===== src/rtl/if_stage.sv =====
// MIPS instruction fetch plus IF/ID register: one-cycle fetch-to-ID latency, imem read combinational in the same cycle.
// Backpressure: stall holds PC and IF/ID; EX redirect overrides stall, bubbles IF/ID and raises id_flush for ID/EX.
module if_stage #(
    parameter logic [31:0] RESET_PC = 32'h0000_3000,
    parameter logic [31:0] NOP_INST = 32'h0000_0000
) (
    input  logic        clk,
    input  logic        rst,
    output logic [31:0] imem_addr,
    input  logic [31:0] imem_rdata,
    input  logic        stall,
    input  logic        EX_redirect,
    input  logic [31:0] EX_target,
    output logic [31:0] ID_pc,
    output logic [31:0] ID_pc_plus4,
    output logic [31:0] ID_inst,
    output logic        ID_valid,
    output logic        id_flush,
    output logic        misalign,
    output logic [31:0] fetch_count
);

    logic [31:0] pc;
    logic [31:0] pc_plus4;

    assign pc_plus4  = pc + 32'd4;
    assign imem_addr = pc;
    assign id_flush  = EX_redirect;

    // Redirect beats stall: the stalled instruction is on the wrong path anyway.
    always_ff @(posedge clk or negedge rst) begin
        if (!rst) begin
            pc          <= {RESET_PC[31:2], 2'b00};
            ID_pc       <= '0;
            ID_pc_plus4 <= '0;
            ID_inst     <= NOP_INST;
            ID_valid    <= 1'b0;
            misalign    <= 1'b0;
            fetch_count <= '0;
        end else if (EX_redirect) begin
            pc          <= {EX_target[31:2], 2'b00};
            ID_pc       <= '0;
            ID_pc_plus4 <= '0;
            ID_inst     <= NOP_INST;
            ID_valid    <= 1'b0;
            if (EX_target[1:0] != 2'b00)
                misalign <= 1'b1;
        end else if (!stall) begin
            pc          <= pc_plus4;
            ID_pc       <= pc;
            ID_pc_plus4 <= pc_plus4;
            ID_inst     <= imem_rdata;
            ID_valid    <= 1'b1;
            fetch_count <= fetch_count + 32'd1;
        end
    end

endmodule


===== config.mk =====
export PLATFORM = sky130hd
export DESIGN_NAME = if_stage
export DESIGN_NICKNAME = d
export VERILOG_FILES = /design/src/rtl/if_stage.sv
export SDC_FILE = /design/constraint.sdc
export NUM_CORES = 1
export LEC_CHECK = 0
export BUFFER_PORTS_ARGS = -buffer_cell sky130_fd_sc_hd__buf_4
export CAP_MARGIN = 25
export CORE_ASPECT_RATIO = 2
export CORE_MARGIN = 2
export CORE_UTILIZATION = 52
export DETAILED_ROUTE_END_ITERATION = 16
export MAX_ROUTING_LAYER = met4
export PLACE_DENSITY = 0.81
export SLEW_MARGIN = 25
export SYNTH_ARGS = -nofsm -noshare
export SYNTH_HDL_FRONTEND = slang
export SYNTH_SLANG_ARGS = --single-unit

===== constraint.sdc =====
create_clock -name clk -period 2.7 [get_ports clk]
set_input_delay 0.27 -clock clk [delete_from_list [all_inputs] [get_ports clk]]
set_output_delay 0.27 -clock clk [all_outputs]
set_load 0.02 [all_outputs]

==> impl_metrics.csv, run 1 <==
group,metric,value,unit
setup_path,crit_path_start_kind,"flip-flop",
place,dp_slack,321.8,ps
floorplanning,rows,62,
timing,rsz0062_at_grt,"no",
setup_path,regToRegSetupSlack,270,ps
clock_tree,clock_sinks,157,
timing,setup_viol,0,
place,gp_congestion,0.9406,
clock_tree,cts_root_buffer,"clkbuf_16",
setup_path,critPathLaunch,"imem_addr[13]",
setup_path,worstSetupPathType,"reg2reg",
run,maxCapViolations,0,
synth,ys_types,54,
finish,utilization,71.36,%
floorplanning,start_util,53.10,%
power,p_total,6714,uW
synth,syn_area,7580,sq um
clock_tree,cts.htree.levels,4,
clock_tree,cts.reportedPaths.clkPinSlew,70,ps
detailed_routing,wl_per_cell,18.87,um
timing,final-hold-violation-count,0,
setup_path,crit_arrival,2770,ps
timing,period_needed,2427,ps
timing,max_freq,0.4121,GHz
place,hpwl,15.73,mm
worst_hold_path,hp-class,"in2reg",
run_status,run_status,"finished, final reports clean",
synth,synth_cells,757,
finish,syn_to_final_growth,34.38,%
finish,multi_input_area,3313,sq um
synth,avgSynthCellArea,10.01,sq um
clock_tree,cts_buffers,17,
finish,fillerInstances,1108,
power,leakage,0.004770,uW
timing,final-max-slew-violation-count,0,
timing,tightest_slew,685.8,ps
place,port-buffer-count,228,
floorplanning,dieArea,15620,sq um
detailed_routing,vias,6745,
floorplanning,fp.dieH,174.7,um
floorplanning,die_w,89.37,um
detailed_routing,drt_wl_total,22.21,mm
grt,gr-usage-all-layers,29.63,%
detailed_routing,postRouteAntennaNets,0,
timing,min_period_over_period,89.88,%
grt,grt_overflow,0,
synth,async_flop_share,100.0,%
worst_hold_path,hold_depth,3,
grt,grt_max_degree,70,
synth,synth_warnings,0,
timing,setup_slack,273.1,ps
clock_tree,clk_path_buf_depth,2,
detailed_routing,vias_per_cell,5.731,
finish,seq_area,3931,sq um
worst_hold_path,holdCritStartpoint,"EX_target[14]",
synth,synth_ff_type,"dfrtp_1",
synth,ys_seq_area_share,51.87,%
finish,final_cell_mix,"buf_4 (259), dfrtp_1 (155), nor2_1 (106)",
timing,slew_headroom,54.28,%
setup_path,rr_startpoint,"imem_addr[13]",
setup_path,crit_path_max_fanout,13,
floorplanning,io_pins,231,
finish,drive_gt1_share,30.76,%
detailed_routing,drc,0,
grt,grt_pass1_vias,6724,
setup_path,rr_worst_depth,4,
setup_path,cp_data_required_time,3050,ps
power,power.density,659.2,nW/um^2
finish,num_antenna_cells,0,
clock_tree,cts_tree,"done",
grt,antenna_found_initial,0,
power,ir_drop,0.4484,mV
detailed_routing,drt_first_pass_iters,5,
clock_tree,clk_latency,430,ps
timing,fin_tns_setup,0,ps
timing,finClkSkew,7.021,ps
synth,ys_ff_latch,157,
floorplanning,core_area,14270,sq um
clock_tree,cts_setup_buffers,0,
finish,final_nets,1042,
grt,grt_pass1_wl,34.65,mm
setup_path,critPathCaptureType,"flip-flop",
finish,mostFrequentLayoutCell,"buf_4",
synth,synth_edf_count,0,
detailed_routing,drt_iter0_drc,480,
## synth_stat cells, drive strengths merged (8+ instances only)
| library cell | instances | area (sq um) |
|---|---|---|
| or3 | 11 | 68.82 |
| o21ai | 26 | 130.1 |
| dfrtp | 155 | 3879 |
| clkbuf | 42 | 158.9 |
| a21oi | 17 | 85.08 |
| or4 | 17 | 131.4 |
| and4 | 9 | 78.83 |
| nor4 | 19 | 118.9 |
| and3 | 9 | 56.30 |
| a311oi | 8 | 70.07 |
| mux2i | 52 | 520.5 |
| nor2 | 106 | 397.9 |
| a211oi | 12 | 90.09 |
| nand3 | 22 | 110.1 |
| o31ai | 13 | 97.59 |
| buf | 25 | 141.4 |
| nand2 | 51 | 193.9 |
| a31oi | 17 | 106.4 |
| inv | 11 | 41.29 |
| nor3 | 10 | 50.05 |
| xnor2 | 44 | 385.4 |
| xor2 | 9 | 78.83 |
| nand4 | 28 | 196.4 |
## final timing paths
kind,to
setup / recovery,imem_addr[30]
hold / removal,imem_addr[14]
setup reg to reg,imem_addr[30]
hold reg to reg,misalign
max in group asynchronous,imem_addr[13]
min in group asynchronous,fetch_count[26]
## worst max-delay path, cell delays in order (launching register included)
cell     delay [ps]
dfstp_2         640
nand4_4         160
or4_1           770
or4_1           600
a31oi_1         170
## cell type report
cell class,instances,share of cell area (%)
flip-flops and latches,157,38.59
multi-input cells,522,32.53
repair buffers,262,19.49
clock buffers,19,4.250
well taps,192,2.358
clock inverters,13,2.334
inverters,12,0.4422
## per-stage QoR
stage / instance area, sq um / hold WS, ps / instances
2_1_floorplan: 7584 / -25.59 / 758
3_3_place_gp: 9505 / 313.8 / 1144
3_5_place_dp: 9505 / 323.4 / 1144
4_1_cts: 10190 / 50.92 / 1177
5_1_grt: 10190 / 57.34 / 1177
6_report: 10190 / 59.96 / 1177
## where the power goes
part | leakage (uW) | total (uW) | internal [uW] | switching [uW]
logic | 0.00243 | 1210 | 512 | 697
clock network | 0.000315 | 2770 | 1750 | 1020
registers | 0.00203 | 2740 | 2530 | 207
total | 0.00477 | 6710 | 4790 | 1920
## kinds of logic after synthesis
logic type               share of synthesized area (%)
AND/OR/NAND/NOR                                  20.70
flip-flops                                       51.87
AO/OA/AOI/OAI                                    9.360
buffers and inverters                            4.556
XOR/XNOR                                         6.124
multiplexers                                     7.016
adder cells (fa/ha/maj)                         0.3301
other                                          0.04947
## per-layer routing
| layer | GRT usage (%) | routed length (um) | vias up | part of all wire (%) |
|---|---|---|---|---|
| met1 | 32.55 | 7936 | 3277 | 36 |
| met2 | 49.57 | 12000 | 270 | 54 |
| li1 | - | - | 3131 | - |
| met4 | 15.36 | 1115 | 0 | 5.0 |
| met5 | - | 0 | - | 0 |
| met3 | 5.574 | 1157 | 67 | 5.2 |
## state kept, by name, indices dropped and copies added, names as in the netlist
| signal | flops |
|---|---|
| ID_inst | 32 |
| ID_valid | 1 |
| fetch_count | 32 |
| ID_pc_plus4 | 30 |
| misalign | 1 |
| ID_pc | 31 |
| imem_addr | 30 |
## repair_timing
| item | CTS | global route |
|---|---|---|
| hold endpoints to repair | 66 | 0 |
| gates resized for setup | 0 | 0 |
| hold buffers | 1 | 0 |
Note: power is estimated with default switching activity, not from simulation.
==> inputs of run 2 (changes only) <==
--- a/config.mk
+++ b/config.mk
@@ -11,6 +11,7 @@
 export CORE_MARGIN = 2
 export CORE_UTILIZATION = 52
 export DETAILED_ROUTE_END_ITERATION = 16
+export HOLD_SLACK_MARGIN = 0.12
 export MAX_ROUTING_LAYER = met4
 export PLACE_DENSITY = 0.81
 export SLEW_MARGIN = 25
==> run 2 against run 1 <==
Against the previous run:
- die area unchanged
- non-clock buffer count grew 53
- total power rose by 0.95%
- clock skew about the same
- final area rose by 5.2%
- via count rose by 4.4%
- highest routed layer unchanged
==> impl_metrics.csv, run 2 (synthesis gave the netlist of run 1 again) <==
group,metric,value,unit
run_status,run_status,"finished, final reports clean",
finish,final_cell_mix,"buf_4 (259), dfrtp_1 (155), nor2_1 (106)",
floorplanning,start_util,53.10,%
place,hpwl,15.73,mm
finish,num_antenna_cells,0,
timing,final-hold-violation-count,0,
run,maxCapViolations,0,
timing,final-max-slew-violation-count,0,
timing,fin_tns_setup,0,ps
finish,syn_to_final_growth,41.38,%
timing,slew_headroom,54.31,%
floorplanning,rows,62,
power,ir_drop,0.4511,mV
detailed_routing,drt_first_pass_iters,7,
clock_tree,clock_sinks,157,
detailed_routing,vias_per_cell,5.727,
grt,grt_overflow,0,
detailed_routing,drt_wl_total,23.29,mm
grt,grt_max_degree,70,
worst_hold_path,hold_depth,3,
timing,setup_viol,0,
power,power.density,632.5,nW/um^2
place,port-buffer-count,228,
detailed_routing,wl_per_cell,18.93,um
finish,drive_gt1_share,29.19,%
grt,gr-usage-all-layers,31.15,%
timing,finClkSkew,6.700,ps
finish,final_nets,1095,
worst_hold_path,hp-class,"in2reg",
floorplanning,io_pins,231,
finish,utilization,75.08,%
power,p_total,6778,uW
setup_path,critPathCaptureType,"flip-flop",
detailed_routing,drt_iter0_drc,543,
clock_tree,clk_path_buf_depth,2,
finish,mostFrequentLayoutCell,"buf_4",
finish,biggestRegsByFlops,"ID_inst: 32 flops, fetch_count: 32 flops, ID_pc: 31 flops",
detailed_routing,drc,0,
power,leakage,0.004990,uW
detailed_routing,vias,7044,
grt,grt_pass1_vias,7196,
setup_path,crit_path_start_kind,"flip-flop",
timing,max_freq,0.4126,GHz
floorplanning,core_area,14270,sq um
timing,rsz0062_at_grt,"no",
setup_path,crit_arrival,2770,ps
floorplanning,die_w,89.37,um
clock_tree,cts_root_buffer,"clkbuf_16",
setup_path,cp_data_required_time,3050,ps
place,gp_congestion,0.9406,
setup_path,crit_path_max_fanout,13,
setup_path,rr_worst_depth,4,
clock_tree,cts.reportedPaths.clkPinSlew,70,ps
setup_path,worstSetupPathType,"reg2reg",
timing,period_needed,2423,ps
floorplanning,fp.dieH,174.7,um
grt,grt_pass1_wl,36.53,mm
clock_tree,cts.htree.levels,4,
detailed_routing,postRouteAntennaNets,0,
clock_tree,cts_tree,"done",
floorplanning,dieArea,15620,sq um
grt,antenna_found_initial,0,
timing,tightest_slew,685.4,ps
clock_tree,cts_buffers,17,
timing,min_period_over_period,89.75,%
clock_tree,clk_latency,430,ps
run 2: metal layers:
metal	GRT usage (%)	up-vias	wire, um
met5	-	-	0
met3	5.527	85	1147
li1	-	3239	-
met4	16.92	0	1317
met1	33.62	3422	8317
met2	52.53	298	12510
run 2: path summary, 6_finish.rpt:
path | to | slack, ps | from
max | imem_addr[30] | 280 | imem_addr[13]
min | imem_addr[27] | 130 | EX_target[27]
max reg2reg | imem_addr[30] | 280 | imem_addr[13]
min reg2reg | fetch_count[31] | 490 | fetch_count[31]
max in group asynchronous | imem_addr[13] | 1480 | rst
min in group asynchronous | fetch_count[25] | 420 | rst
run 2: repair_timing:
item / CTS / global route
setup buffers: 0 / 0
resized for setup: 0 / 0
endpoints found under the hold margin: 118 / 0
hold buffers: 54 / 0
endpoints found under the setup margin: 0 / 0
run 2: cell type report:
type | count | area, sq um
Tap cell | 192 | 240.2
Sequential cell | 157 | 3931
Inverter | 12 | 45.04
Clock inverter | 13 | 237.7
Timing Repair Buffer | 315 | 2516
Fill cell | 1014 | 3557
Multi-Input combinational cell | 522 | 3313
Clock buffer | 19 | 432.9
run 2: metrics by stage:
stage | instances | hold slack [ps] | area [sq um] | setup WS (ps)
finish | 1230 | 128.2 | 10720 | 276.6
global route | 1230 | 123.2 | 10720 | 154.6
CTS | 1230 | 122.2 | 10720 | 287.8
detailed placement | 1144 | 323.4 | 9505 | 321.8
global placement | 1144 | 313.8 | 9505 | 340.8
floorplan | 758 | -25.59 | 7584 | 342.3
run 2: where the power goes:
part | total (uW) | switching, uW | leakage [uW] | internal [uW]
logic | 1280 | 719 | 0.00265 | 563
clock network | 2760 | 1010 | 0.000315 | 1750
registers | 2740 | 209 | 0.00203 | 2530
total | 6780 | 1940 | 0.00499 | 4840
run 2: worst max-delay path, cell delays in order (launching register included):
cell and delay, ps:
dfstp_2 640, nand4_4 160, or4_1 770, or4_1 590, a31oi_1 170
